===== src/rtl/df_residual_pkg.sv =====
// Shared widths, lane-sum type and saturation bounds for the residual adder.
package df_residual_pkg;
  localparam int DEF_W = 16;

  // Lane sum one bit wider than the operands so overflow is visible.
  typedef logic signed [DEF_W:0] lane_sum_t;

  function automatic int cnt_w(input int depth);
    return $clog2(depth) + 1;
  endfunction

  function automatic int ptr_w(input int depth);
    return (depth > 1) ? $clog2(depth) : 1;
  endfunction

  function automatic longint sat_max(input int w);
    return (longint'(1) << (w - 1)) - 1;
  endfunction

  function automatic longint sat_min(input int w);
    return -(longint'(1) << (w - 1));
  endfunction
endpackage


===== src/rtl/df_skip_fifo.sv =====
// Skip-branch FIFO: registered storage, no push-through when full, head visible the cycle after push.
module df_skip_fifo
  import df_residual_pkg::*;
#(
  parameter int WIDTH = 64,
  parameter int DEPTH = 8,
  localparam int CW   = cnt_w(DEPTH),
  localparam int AW   = ptr_w(DEPTH)
) (
  input  logic             clk,
  input  logic             rst,
  input  logic [WIDTH-1:0] i_push_data,
  input  logic             i_push_valid,
  output logic             o_push_ready,
  output logic [WIDTH-1:0] o_pop_data,
  output logic             o_pop_valid,
  input  logic             i_pop_ready,
  output logic [CW-1:0]    o_count
);
  logic [WIDTH-1:0] r_mem [DEPTH];
  logic [AW-1:0]    r_wptr, r_rptr;
  logic [CW-1:0]    r_count;
  logic             w_push, w_pop;

  assign o_push_ready = !rst && (r_count < CW'(DEPTH));
  assign o_pop_valid  = (r_count != '0);
  assign o_pop_data   = r_mem[r_rptr];
  assign o_count      = r_count;
  assign w_push       = i_push_valid && o_push_ready;
  assign w_pop        = i_pop_ready && o_pop_valid;

  always_ff @(posedge clk) begin
    if (rst) begin
      r_wptr  <= '0;
      r_rptr  <= '0;
      r_count <= '0;
    end else begin
      if (w_push) r_wptr <= r_wptr + 1'b1;
      if (w_pop)  r_rptr <= r_rptr + 1'b1;
      r_count <= r_count + CW'(w_push) - CW'(w_pop);
    end
  end

  always_ff @(posedge clk) begin
    if (w_push) r_mem[r_wptr] <= i_push_data;
  end
endmodule


===== src/rtl/df_residual_add.sv =====
// Residual join: skip beats queue in a FIFO and are added lane-wise to main beats in order.
// Build option DF_RESIDUAL_ADD_SATURATE_EN selects saturating lanes; default wraps.
module df_residual_add
  import df_residual_pkg::*;
#(
  parameter int DATA_IN_0_PRECISION_0       = 16,
  parameter int DATA_IN_0_PRECISION_1       = 3,
  parameter int DATA_IN_0_PARALLELISM_DIM_0 = 4,
  parameter int DATA_IN_0_PARALLELISM_DIM_1 = 1,
  parameter int DATA_IN_1_PRECISION_0       = 16,
  parameter int DATA_IN_1_PRECISION_1       = 3,
  parameter int DATA_OUT_0_PRECISION_0      = 16,
  parameter int DATA_OUT_0_PRECISION_1      = 3,
  parameter int SKIP_FIFO_DEPTH             = 8,
  localparam int N  = DATA_IN_0_PARALLELISM_DIM_0 * DATA_IN_0_PARALLELISM_DIM_1,
  localparam int W  = DATA_IN_0_PRECISION_0,
  localparam int CW = cnt_w(SKIP_FIFO_DEPTH)
) (
  input  logic                 clk,
  input  logic                 rst,
  input  logic [N-1:0][W-1:0]  data_in_0,
  input  logic                 data_in_0_valid,
  output logic                 data_in_0_ready,
  input  logic [N-1:0][W-1:0]  data_in_1,
  input  logic                 data_in_1_valid,
  output logic                 data_in_1_ready,
  output logic [N-1:0][W-1:0]  data_out_0,
  output logic                 data_out_0_valid,
  input  logic                 data_out_0_ready,
  output logic [CW-1:0]        skip_fifo_count
);
  localparam logic [W-1:0] L_MAX = W'(sat_max(W));
  localparam logic [W-1:0] L_MIN = W'(sat_min(W));

  if (DATA_IN_1_PRECISION_0 != W || DATA_OUT_0_PRECISION_0 != W ||
      DATA_IN_1_PRECISION_1 != DATA_IN_0_PRECISION_1 ||
      DATA_OUT_0_PRECISION_1 != DATA_IN_0_PRECISION_1) begin : g_bad_fmt
    $error("df_residual_add: branch formats must match");
  end

  logic [N-1:0][W-1:0] w_head, w_lanes, r_data;
  logic                w_head_vld, w_out_free, w_fire, r_vld;

  df_skip_fifo #(.WIDTH(N*W), .DEPTH(SKIP_FIFO_DEPTH)) u_fifo (
    .clk          (clk),
    .rst          (rst),
    .i_push_data  (data_in_0),
    .i_push_valid (data_in_0_valid),
    .o_push_ready (data_in_0_ready),
    .o_pop_data   (w_head),
    .o_pop_valid  (w_head_vld),
    .i_pop_ready  (w_fire),
    .o_count      (skip_fifo_count)
  );

  assign w_out_free      = !r_vld || data_out_0_ready;
  assign data_in_1_ready = !rst && w_head_vld && w_out_free;
  assign w_fire          = data_in_1_ready && data_in_1_valid;

  for (genvar g = 0; g < N; g++) begin : g_lane
    logic [W:0] w_sum;
    assign w_sum = {w_head[g][W-1], w_head[g]} + {data_in_1[g][W-1], data_in_1[g]};
`ifdef DF_RESIDUAL_ADD_SATURATE_EN
    // Top two bits disagree only when the true sum left the W-bit range.
    assign w_lanes[g] = (w_sum[W] != w_sum[W-1]) ? (w_sum[W] ? L_MIN : L_MAX) : w_sum[W-1:0];
`else
    assign w_lanes[g] = w_sum[W-1:0];
`endif
  end

  always_ff @(posedge clk) begin
    if (rst) begin
      r_vld  <= 1'b0;
      r_data <= '0;
    end else if (w_fire) begin
      r_vld  <= 1'b1;
      r_data <= w_lanes;
    end else if (data_out_0_ready) begin
      r_vld  <= 1'b0;
    end
  end

`ifndef DF_RESIDUAL_ADD_SATURATE_EN
  logic [2*W-1:0] w_unused_sat;
  assign w_unused_sat = {L_MAX, L_MIN};
`endif

  assign data_out_0       = r_data;
  assign data_out_0_valid = r_vld;
endmodule


===== config.mk =====
export PLATFORM = sky130hd
export DESIGN_NAME = df_residual_add
export DESIGN_NICKNAME = d
export VERILOG_FILES = /design/src/rtl/df_residual_pkg.sv /design/src/rtl/df_skip_fifo.sv /design/src/rtl/df_residual_add.sv
export SDC_FILE = /design/constraint.sdc
export NUM_CORES = 1
export LEC_CHECK = 0
export CAP_MARGIN = 30
export CORE_AREA = 10 10 225 205
export CTS_CLUSTER_SIZE = 30
export DETAILED_ROUTE_END_ITERATION = 10
export DIE_AREA = 0 0 235 215
export PLACE_DENSITY = 0.86
export SYNTH_ARGS = -nofsm -noshare
export SYNTH_HDL_FRONTEND = slang
export SYNTH_SLANG_ARGS = --single-unit
export TNS_END_PERCENT = 50

===== constraint.sdc =====
create_clock -name clk -period 18.1 [get_ports clk]
set_clock_uncertainty 0.05 [all_clocks]
set_input_delay 2.715 -clock clk [delete_from_list [all_inputs] [get_ports clk]]
set_output_delay 2.715 -clock clk [all_outputs]
set_load 0.01 [all_outputs]

Word level (Yosys, flattened, before mapping)
Memory sizes are Yosys's and may differ from the RTL's. A register that Yosys moved wholly into a read port is not among the register bits.
Cells that the tools add are included.
- add/sub/neg operators: 8
- order comparisons: 1
- muxes and demuxes: 6
- reductions and logical operators: 11
- operators with widths (operator ; number):
    adder 16 bit ; 4
    adder 3 x 1 -> 3 bit (second input constant) ; 2
    logical AND 1 bit ; 6
    two-way mux 3 bit ; 2
    adder 4 x 1 -> 4 bit ; 1
    < comparator 4 bit (second input constant) ; 1
    two-way mux 1 bit ; 4
    nonzero test 4 bit ; 1
    subtractor 4 x 1 -> 4 bit ; 1
    logical NOT 1 bit ; 2
    nonzero test 2 bit ; 1
    logical OR 1 bit ; 1
- register bits after elaboration: 75
- memory bits (writable): 512
- output and inout bits: 71
- word-level logic and storage cells: 35
- memories kept: 1
- memories (memory ; words ; width ; read ports ; clocked after memory_dff ; wr ports ; line ; text):
    u_fifo.r_mem ; 8 ; 64 ; 1 ; 1 ; 1 ; df_skip_fifo.sv:20 ; logic [WIDTH-1:0] r_mem [DEPTH];

Longest topological paths before layout
Gate-level depths: netlist of the first run.
- word-level depth: 7
- depth in mapped cells: 15
- gate-level depth less buffers: 12

Hierarchy
From an unflattened synthesis of the first run, not the netlist that was laid out.
- cell total of the unflattened synthesis: 1457
- area, all modules: 24961.4 um^2
- modules (own cells, without submodules) (module ; times used ; cells an instance ; area each (um^2) ; seq. area each (um^2)):
    df_skip_fifo ; 1 ; 815 ; 19885.3 ; 15635.0
    df_residual_add ; 1 ; 642 ; 5076.1 ; 1301.2

Least setup slack after synthesis of the first run
No wires, ideal clock.
- kind: input to register
- start: input port rst
- end: memory u_fifo.r_mem[0][0] (enable)
- setup time: 0.565 ns
- arrival: 7.752 ns
- slack: 9.733 ns
- stages: 5
- buffers on the path: 1
- path through: nor2_1 -> and2_1 -> clkbuf_1 -> nand2b_1 -> nor3_1
- longest elaborated chain between the ends: 5
- RTL lines (what ; line ; text):
    from (decl) ; df_residual_add.sv:20 ; input logic rst,
    logical NOT 1 bit ; df_skip_fifo.sv:25 ; assign o_push_ready = !rst && (r_count < CW'(DEPTH));
    logical AND 1 bit ; df_skip_fifo.sv:25 ;
    logical AND 1 bit ; df_skip_fifo.sv:29 ; assign w_push = i_push_valid && o_push_ready;
    named net u_fifo.w_push ; df_skip_fifo.sv:23 ; logic w_push, w_pop;
    two-way mux 1 bit ; df_skip_fifo.sv:45 ; if (w_push) r_mem[r_wptr] <= i_push_data;
    two-way mux 1 bit (not written as such) ; df_skip_fifo.sv:45 ;
    to (decl) ; df_skip_fifo.sv:20 ;
The timed path passes the listed nets, and every way through them passes these cells.

Final worst setup path of the first run
- start: input port rst
- end: output port data_in_1_ready
- longest elaborated chain between the ends: 3
- RTL lines (what ; line ; text):
    logical NOT 1 bit ; df_residual_add.sv:57 ; assign data_in_1_ready = !rst && w_head_vld && w_out_free;
    logical AND 1 bit (2 in series) ; df_residual_add.sv:57 ;
    to (decl) ; df_residual_add.sv:26 ; output logic data_in_1_ready,
Every way passes these cells.

==> reports/results.tsv, run 1 <==
metric	value	unit
layout-drive-gt1-share	18.33	%
wl	57390	um
place_ws	10.51	ns
slowest_stage	clkdlybuf4s50_1	
fp-row-count	71	
hold_path_depth	2	
grt_max_degree	58	
hold-path-endpoint	data_out_0[22]	
grt_pass1_vias	14380	
coreArea	41490	um^2
synth_cells	1417	
crit_top_cell	buf_4	
grt_setup_unrepaired	no	
numCtsBuffers	56	
drtIter0Drc	1566	
status	complete, no violations	
start_kind	primary input	
die_w	235	um
final_nets	1845	
maxSlewViolCount	0	
synthArstFlopShare	0	%
holdCritPathClass	reg2reg	
path_clk_slew	0.06	ns
wl_per_cell	25.69	um
boundaryPins	204	
synth_flop_cell	edfxtp_1	
slew_headroom	31.78	%
overflow	0	
ys_seq_area_share	68.93	%
cp-end-kind	output port	
path_buf_inv	5	
antenna_found_initial	5	
power.density	121.2	nW/um^2
route.detailed.drc	0	
portBuffers	203	
gp_congestion	0.8827	
path_class	in2out	
timing.rr.end	data_out_0[47]	
clock-sinks	590	
ys_ff_latch	590	
post_cts_buffers	0	
die_area	50530	um^2
fin_crit	7.683	ns
syn_area_per_cell	17.34	um^2
start_util	59.22	%
cts_tree	done	
rr_worst_depth	12	
cp_cell_sequence	buf_2, buf_4, inv_1, buf_4, nand2_1, a31oi_1, clkdlybuf4s50_1	
vias	13860	
worst_pin_slew	1.021	ns
synth_edf_count	512	
worst_skew_pair.late_latency	0.60	ns
cts_max_path_buffers	3	
syn_nets	1622	
cp.arrival	4.92	ns
fillers	2522	
slowest_delay	0.68	ns
dpl.hpwl	35170	um
p_leak	9.592	nW
mostFrequentLayoutCells	512 x edfxtp_1, 202 x clkdlybuf4s50_1, 128 x mux4_2	
viasPerCell	6.204	
crit_cells	7	
cts_resized	0	
fin_ws	10.42	ns
postCtsHoldBufs	0	
die_h	215	um
max_freq	130.2	MHz
ir_drop	0.09432	mV
tns	0	ns
final_hold_viol_count	0	
layout_commonest_cell	edfxtp_1	
crit_path_max_fanout	57	
post-route-period-util	42.45	%
report.final.setup_viol	0	
drtAntennaViolNets	0	
hold_start	data_out_0[22]	
mappedNetlistArea	24570	um^2
grt_pass1_wl	86950	um
max-cap-violations	0	
rrSetupSlack	12.75	ns
dr.pass1.iters	5	
cp_top_family	buffers and inverters	
ys_warn_count	0	
cts_max_level	2	
ys_types	58	
syn_to_final_growth	18.96	%
cts_root_buffer	clkbuf_16	
track_usage	22.41	%
cp.required	15.34	ns
## layout make-up
cell class | count | area [um^2] | share of cell area [%]
Inverter | 31 | 116.4 | 0.3981
Sequential cell | 590 | 16950 | 57.98
Clock buffer | 80 | 1603 | 5.484
Timing Repair Buffer | 223 | 2210 | 7.560
Clock inverter | 24 | 324.1 | 1.109
Tap cell | 547 | 684.4 | 2.342
Multi-Input combinational cell | 738 | 7342 | 25.12
Antenna cell | 1 | 2.502 | 0.008561
## sequential cells by signal (all words and copies together), names as in the netlist, named ones only
register	count
data_out_0_valid	1
u_fifo.r_wptr	3
u_fifo.r_mem	512
u_fifo.r_rptr	3
data_out_0	64
u_fifo.o_count	4
## kinds of logic (layout without fill, tap and decap cells)
family                   after synthesis  in the layout  synth area share (%)
XOR/XNOR                              46             46                 1.640
multiplexers                         196            196                 14.79
buffers and inverters                 89            358                 1.441
flip-flops                           590            590                 68.93
adder cells (fa/ha/maj)               72             72                 3.819
other                                  0              1                     0
AND/OR/NAND/NOR                      225            225                 4.308
AO/OA/AOI/OAI                        199            199                 5.072
## synth_stat cells, drive strengths merged (2+ instances only)
| cell | instances | share of area, % |
|---|---|---|
| edfxtp | 512 | 63 |
| o21a | 11 | 0.34 |
| or3 | 3 | 0.097 |
| nand2b | 8 | 0.20 |
| nand2 | 82 | 1.3 |
| o21bai | 8 | 0.24 |
| o211ai | 4 | 0.12 |
| o21ai | 42 | 0.86 |
| buf | 20 | 0.39 |
| ha | 67 | 3.4 |
| a21o | 22 | 0.67 |
| o2111ai | 3 | 0.13 |
| xor2 | 21 | 0.75 |
| mux4 | 128 | 12 |
| dfxtp | 78 | 6.4 |
| a211oi | 15 | 0.48 |
| mux2 | 56 | 2.6 |
| nor4 | 7 | 0.18 |
| a21oi | 66 | 1.3 |
| o31a | 2 | 0.071 |
| and2 | 2 | 0.051 |
| a31oi | 10 | 0.25 |
| fa | 5 | 0.41 |
| o31ai | 5 | 0.15 |
| nor3 | 14 | 0.29 |
| nand4 | 3 | 0.076 |
| nor2b | 11 | 0.28 |
| clkbuf | 38 | 0.58 |
| and3 | 4 | 0.10 |
| nand3 | 26 | 0.53 |
| nand3b | 5 | 0.15 |
| or2 | 2 | 0.051 |
| nor3b | 5 | 0.15 |
| a21boi | 2 | 0.061 |
| inv | 31 | 0.47 |
| xnor2 | 25 | 0.89 |
| nor2 | 49 | 0.75 |
| mux2i | 12 | 0.49 |
## routing by layer
| layer | global-route usage (%) | wire length (um) |
|---|---|---|
| met3 | 5.254 | 4697 |
| met4 | 7.264 | 1478 |
| met2 | 36.49 | 27820 |
| met5 | 0 | 44 |
| met1 | 29.45 | 23350 |
## report_power, final
part           internal, W  total (W)  switching, W
sequential         0.00154    0.00160     0.0000543
clock             0.000728    0.00121      0.000486
combinational     0.000363   0.000731      0.000368
## metrics by stage
step                util (%)  area [um^2]  cells  hold slack (ns)  total power [W]
finish                 70.46        29230   2234           0.4111         0.003542
floorplan                  -        24570   1417           0.4041         0.002084
global route           70.46        29230   2234           0.4196         0.003682
global placement       65.69        27250   2127           0.3909         0.002320
detailed placement     65.74        27270   2128           0.4034         0.002345
CTS                    70.38        29200   2232           0.4113         0.003556
## worst reg2reg max path: stages, from the launching register on
cell and delay, ns:
dfxtp_4 0.91, buf_4 0.82, mux4_2 0.59, mux2i_1 0.38
inv_1 0.10, ha_1 0.32, a211oi_1 0.35, o21ai_0 0.29
a221oi_2 0.41, o221ai_1 0.28, a211oi_1 0.42, mux2i_1 0.24
nand2_1 0.08
## how the worst max path moves through the flow
stage	start	to	slack (ns)
2_1_floorplan	rst	u_fifo.r_mem[0][0]	9.73
3_3_place_gp	rst	data_in_1_ready	10.50
3_5_place_dp	rst	data_in_1_ready	10.51
5_1_grt	rst	data_in_1_ready	10.38
4_1_cts	rst	data_in_1_ready	10.43
6_report	rst	data_in_1_ready	10.42
(Power assumes the default switching activity.)
==> run 2, diff against run 1 <==
--- a/config.mk
+++ b/config.mk
@@ -6,11 +6,11 @@
 export NUM_CORES = 1
 export LEC_CHECK = 0
 export CAP_MARGIN = 30
-export CORE_AREA = 10 10 225 205
+export CORE_AREA = 10 10 228 209
 export CTS_CLUSTER_SIZE = 30
 export DETAILED_ROUTE_END_ITERATION = 10
-export DIE_AREA = 0 0 235 215
-export PLACE_DENSITY = 0.86
+export DIE_AREA = 0 0 238 219
+export PLACE_DENSITY = 0.83
 export SYNTH_ARGS = -nofsm -noshare
 export SYNTH_HDL_FRONTEND = slang
 export SYNTH_SLANG_ARGS = --single-unit
==> constraint.sdc (replaced) <==
create_clock -name clk -period 7.2 [get_ports clk]
set_clock_uncertainty 0.05 [all_clocks]
set_input_delay 1.08 -clock clk [delete_from_list [all_inputs] [get_ports clk]]
set_output_delay 1.08 -clock clk [all_outputs]
set_load 0.01 [all_outputs]
==> reports/results.tsv, run 2 (synthesis results as in run 1) <==
metric	value	unit	change
gp_congestion	0.8921		+1.1%
numCtsBuffers	56		unchanged
mostFrequentLayoutCells	512 x edfxtp_1, 202 x clkdlybuf4s50_1, 128 x mux4_2		
dr.pass1.iters	5		unchanged
syn_to_final_growth	19.18	%	
p_leak	9.602	nW	+0.10%
clock-sinks	590		unchanged
slew_headroom	37.32	%	+5.5 points
final_nets	1853		+0.43%
drtAntennaViolNets	0		unchanged
holdWs	0.4055	ns	-0.005609 ns
cp_cell_sequence	buf_12, mux4_2, mux2i_1, inv_1, ha_1, a211oi_1, o21bai_1, o2111ai_1, a21oi_1, a31oi_1, xnor2_1, o21ai_0		
path_class	reg2reg		
max_freq	223.9	MHz	
power.share.switching	25.97	%	+0.32 points
final_hold_viol_count	0		unchanged
start_util	57.66	%	-1.6 points
holdCritPathClass	reg2reg		
boundaryPins	204		unchanged
start_kind	flop		
cts_resized	0		unchanged
status	complete, no violations		
post_cts_buffers	0		unchanged
coreArea	42610	um^2	+2.7%
worst_pin_slew	0.9379	ns	-0.08291 ns
maxSlewViolCount	0		unchanged
post-route-period-util	62.02	%	
power.share.clock	33.8	%	-0.5 points
crit_path_max_fanout	46		-19%
antenna_found_initial	9		+4
tns	0	ns	unchanged
cp.arrival	4.87	ns	-0.05 ns
wl	58220	um	+1.4%
cts_root_buffer	clkbuf_16		
place_ws	2.703	ns	-7.806 ns
worst_skew_pair.late_latency	0.60	ns	about the same
overflow	0		unchanged
grt_max_degree	58		unchanged
report.final.setup_viol	0		unchanged
p_comb_share	21.0	%	+0.4 points
cts_max_level	2		unchanged
p_int	0.006555	W	+150%
postCtsHoldBufs	0		unchanged
ir_drop	0.1830	mV	+94%
path_clk_slew	0.06	ns	about the same
largest_reg_flops	512		unchanged
wl_per_cell	25.85	um	+0.62%
vias	13920		+0.43%
route.detailed.drc	0		unchanged
layout-drive-gt1-share	18.42	%	+0.091 points
p_seq_share	45.2	%	about the same
grt_setup_unrepaired	no		
cp-end-kind	flop		
max-cap-violations	0		unchanged
dp_cells	2145		+0.80%
die_area	52120	um^2	+3.2%
fin_ws	2.734	ns	-7.683 ns
slowest_delay	0.87	ns	+0.19 ns
regMostFlops	u_fifo.r_mem		
portBuffers	203		unchanged
viasPerCell	6.180		-0.38%
die_h	219	um	+1.9%
final_cells	2252		+0.81%
drtIter0Drc	1133		-28%
track_usage	22.27	%	-0.14 points
power.density	302.4	nW/um^2	+150%
die_w	238	um	+1.3%
cp.required	7.61	ns	-7.73 ns
layout_commonest_cell	edfxtp_1		
slowest_stage	dfxtp_4		
cts_tree	done		
dpl.hpwl	36710	um	+4.4%
grt_pass1_vias	14440		+0.46%
fp-row-count	72		+1.4%
p_switching	0.002300	W	+150%
cts_max_path_buffers	3		unchanged
fin_crit	4.466	ns	
grt_pass1_wl	87690	um	+0.85%
run 2: cell count changes in the layout (fill, tap and decap cells not counted), sizes merged:
cell	change
diode	+2
bufinv	-1
buf	+8
clkinv	-1
clkinvlp	+2
run 2: cell type report:
cell class	count	area (um^2)
Sequential cell	590	16950
Fill cell	2703	13330
Multi-Input combinational cell	738	7342
Timing Repair Buffer	231	2302
Clock buffer	80	1573
Tap cell	555	694.4
Clock inverter	24	299.0
Inverter	31	116.4
Antenna cell	3	7.507
run 2: worst paths after layout:
path,start,endpoint,slack [ns],cells after the start
min reg2reg,data_out_0[24],data_out_0[24],0.41,2
min,data_out_0[24],data_out_0[24],0.41,2
max,flop,data_out_0[15],2.73,12
max reg2reg,flop,data_out_0[15],2.73,12
run 2: routing by layer:
layer,up-vias,wire [um],global-route usage (%)
met5,-,70,0
met2,614,27960,36.22
met3,95,5251,6.001
met4,10,1193,6.169
li1,6112,-,-
met1,7087,23740,29.34
run 2: worst max-delay path: cells and delay by family (launching register included):
family | cells | cell delay [ns]
AOI/OAI and AO/OA | 6 | 1.49
muxes | 2 | 0.91
DFF | 1 | 0.87
buffers and inverters | 2 | 0.50
adders and majority gates | 1 | 0.30
xor gates and xnor gates | 1 | 0.15
run 2: power groups by stage:
stage	Sequential (W)	Clock, W	Combinational (W)
after detailed placement	0.00408	0	0.00184
after global placement	0.00408	0	0.00179
final	0.00400	0.00299	0.00186
after global routing	0.00402	0.00317	0.00202
after floorplan	0.00406	0	0.00118
after CTS	0.00401	0.00303	0.00186
run 2: metrics by stage:
| stage | total power [W] | cell area [um^2] | utilization [%] |
|---|---|---|---|
| after floorplan | 0.005240 | 24570 | - |
| final | 0.008855 | 29280 | 68.72 |
| after global routing | 0.009207 | 29280 | 68.71 |
| after global placement | 0.005866 | 27330 | 64.13 |
| after CTS | 0.008904 | 29270 | 68.70 |
| after detailed placement | 0.005919 | 27400 | 64.31 |
==> run 3, diff against run 2 <==
--- a/config.mk
+++ b/config.mk
@@ -6,11 +6,11 @@
 export NUM_CORES = 1
 export LEC_CHECK = 0
 export CAP_MARGIN = 30
-export CORE_AREA = 10 10 228 209
+export CORE_AREA = 10 10 241 220
 export CTS_CLUSTER_SIZE = 30
 export DETAILED_ROUTE_END_ITERATION = 10
-export DIE_AREA = 0 0 238 219
-export PLACE_DENSITY = 0.83
+export DIE_AREA = 0 0 251 230
+export PLACE_DENSITY = 0.79
 export SYNTH_ARGS = -nofsm -noshare
 export SYNTH_HDL_FRONTEND = slang
 export SYNTH_SLANG_ARGS = --single-unit
==> constraint.sdc (replaced) <==
create_clock -name clk -period 3.65 [get_ports clk]
set_clock_uncertainty 0.05 [all_clocks]
set_input_delay 0.5475 -clock clk [delete_from_list [all_inputs] [get_ports clk]]
set_output_delay 0.5475 -clock clk [all_outputs]
set_load 0.01 [all_outputs]
==> reports/results.tsv, run 3 (synthesis results as in run 1) <==
metric	value	unit	change
status	complete, no violations		
grt_max_degree	56		-3.4%
final_hold_viol_count	0		unchanged
power.density	602.4	nW/um^2	+99%
grt_pass1_wl	88730	um	+1.2%
wl_per_cell	24.92	um	-3.6%
start_util	51.57	%	-6.1 points
report.final.setup_viol	0		unchanged
die_h	230	um	+5.0%
dr.pass1.iters	5		unchanged
grtUsageMet3	5.071	%	-0.93 points
gp_congestion	0.8450		-5.3%
p_leak	9.965	nW	+3.8%
slowest_delay	0.51	ns	-0.36 ns
start_kind	flop		
crit_top_cell	a21o_1		
dpl.hpwl	37620	um	+2.5%
largest_reg_flops	512		unchanged
max-cap-violations	0		unchanged
final_cell_area	30220	um^2	+3.2%
track_usage	19.97	%	-2.3 points
final_nets	1899		+2.5%
maxSlewViolCount	0		unchanged
portBuffers	203		unchanged
cts_tree	done		
rrSetupSlack	0.12	ns	-2.62 ns
fin_ws	0.1155	ns	-2.619 ns
post-route-period-util	96.84	%	+35 points
antenna_found_initial	13		+4
worst_pin_slew	0.7458	ns	-0.1921 ns
gr-usage-met2	34.15	%	-2.1 points
drtAntennaViolNets	0		unchanged
layout_commonest_cell	edfxtp_1		
die_area	57730	um^2	+11%
hold-path-endpoint	data_out_0[11]		
route.detailed.drc	0		unchanged
timing.rr.end	data_out_0[28]		
path_class	reg2reg		
crit_path_max_fanout	10		-78%
wl	59020	um	+1.4%
syn_to_final_growth	22.99	%	
overflow	0		unchanged
cp_cell_sequence	buf_4, clkbuf_16, mux4_2, mux2_2, ha_1, a21o_1, a21o_1, o21bai_2, a211oi_2, nor2_1, or4b_1, a31oi_1		
clock-sinks	590		unchanged
regMostFlops	u_fifo.r_mem		
die_w	251	um	+5.5%
cp.required	4.13	ns	-3.48 ns
cts_root_buffer	clkbuf_16		
worst_skew_pair.late_latency	0.61	ns	about the same
grt_pass1_vias	14620		+1.2%
layout-drive-gt1-share	22.32	%	+3.9 points
fp-row-count	76		+5.6%
drtIter0Drc	1036		-8.6%
mostFrequentLayoutCells	512 x edfxtp_1, 202 x clkdlybuf4s50_1, 128 x mux4_2		
cts_max_level	2		unchanged
viasPerCell	5.841		-5.5%
hold_path_depth	2		unchanged
hold_start	data_out_0[11]		
grt_busiest_layer	met2		
numCtsBuffers	58		+3.6%
vias	13830		-0.63%
placed_cell_area	27900	um^2	+1.8%
holdCritPathClass	reg2reg		
slowest_stage	mux4_2		
postCtsHoldBufs	0		unchanged
max_freq	282.9	MHz	+26%
cp-end-kind	flop		
path_clk_slew	0.06	ns	about the same
cts_max_path_buffers	3		unchanged
place_ws	-0.1095	ns	-2.813 ns
cp.arrival	4.02	ns	-0.85 ns
fin_crit	3.535	ns	-0.9310 ns
rr_worst_depth	12		unchanged
coreArea	47640	um^2	+12%
ir_drop	0.3929	mV	+110%
slew_headroom	50.28	%	+13 points
boundaryPins	204		unchanged
grt_use_met1	24.83	%	-4.5 points
run 3: changes by cell type in the layout (fill, tap and decap cells not counted), sizes merged:
cell	delta
clkbuf	-7
diode	-2
bufinv	+6
buf	+43
inv	+1
clkinvlp	+6
run 3: worst max-delay path by stage:
stage | from | end | slack (ns) | depth (start not counted)
floorplan | rst | u_fifo.r_mem[2][0] | -0.83 | 5
global placement | flop | data_out_0[28] | 0.07 | 13
detailed placement | flop | data_out_0[28] | -0.11 | 13
CTS | flop | data_out_0[61] | 0.01 | 12
global route | flop | data_out_0[47] | -0.06 | 12
finish | flop | data_out_0[28] | 0.12 | 12
run 3: per-layer routing:
metal  up-vias  share of wire [%]
li1       6197                  -
met1      7057                 40
met2       440                 51
met3       115                7.5
met4        22                2.2
met5         -               0.24
run 3: what timing repair did:
item                       4_1_cts  5_1_grt
setup endpoints to repair        3       15
setup buffers                    0       13
pin swaps                        0        6
gates resized for setup          3       22
gates cloned                     0        1
run 3: area by class of cell:
cell class	count	area, um^2
Timing Repair Buffer	275	2846
Antenna cell	1	2.502
Multi-Input combinational cell	738	7445
Tap cell	624	780.7
Inverter	31	116.4
Clock inverter	37	534.3
Fill cell	3229	17420
Clock buffer	72	1545
Sequential cell	590	16950
run 3: per-stage QoR:
step	hold WS [ns]	power, W	instances	utilization, %	setup TNS (ns)
6_report	0.4031	0.01820	2368	63.43	0
5_1_grt	0.4247	0.01896	2368	63.43	-0.1700
4_1_cts	0.4073	0.01818	2353	62.93	0
3_5_place_dp	0.3992	0.01178	2244	58.56	-0.1095
3_3_place_gp	0.3939	0.01168	2244	58.56	0
2_1_floorplan	0.4041	0.01033	1417	-	-389.27
run 3: report_power, final:
part	switching, W	internal, W	total, W
Combinational	0.00199	0.00200	0.00399
Sequential	0.000166	0.00765	0.00781
Clock	0.00247	0.00393	0.00640
Total	0.00463	0.0136	0.0182
run 3: critical path, delay by kind of cell, from the launching register on:
family / cells / cell delay (ns)
buffers and inverters: 2 / 0.32
DFF: 1 / 0.43
adders and majority gates: 1 / 0.22
muxes: 2 / 0.79
AOI/OAI and AO/OA: 5 / 1.06
and+or+nand+nor: 2 / 0.57
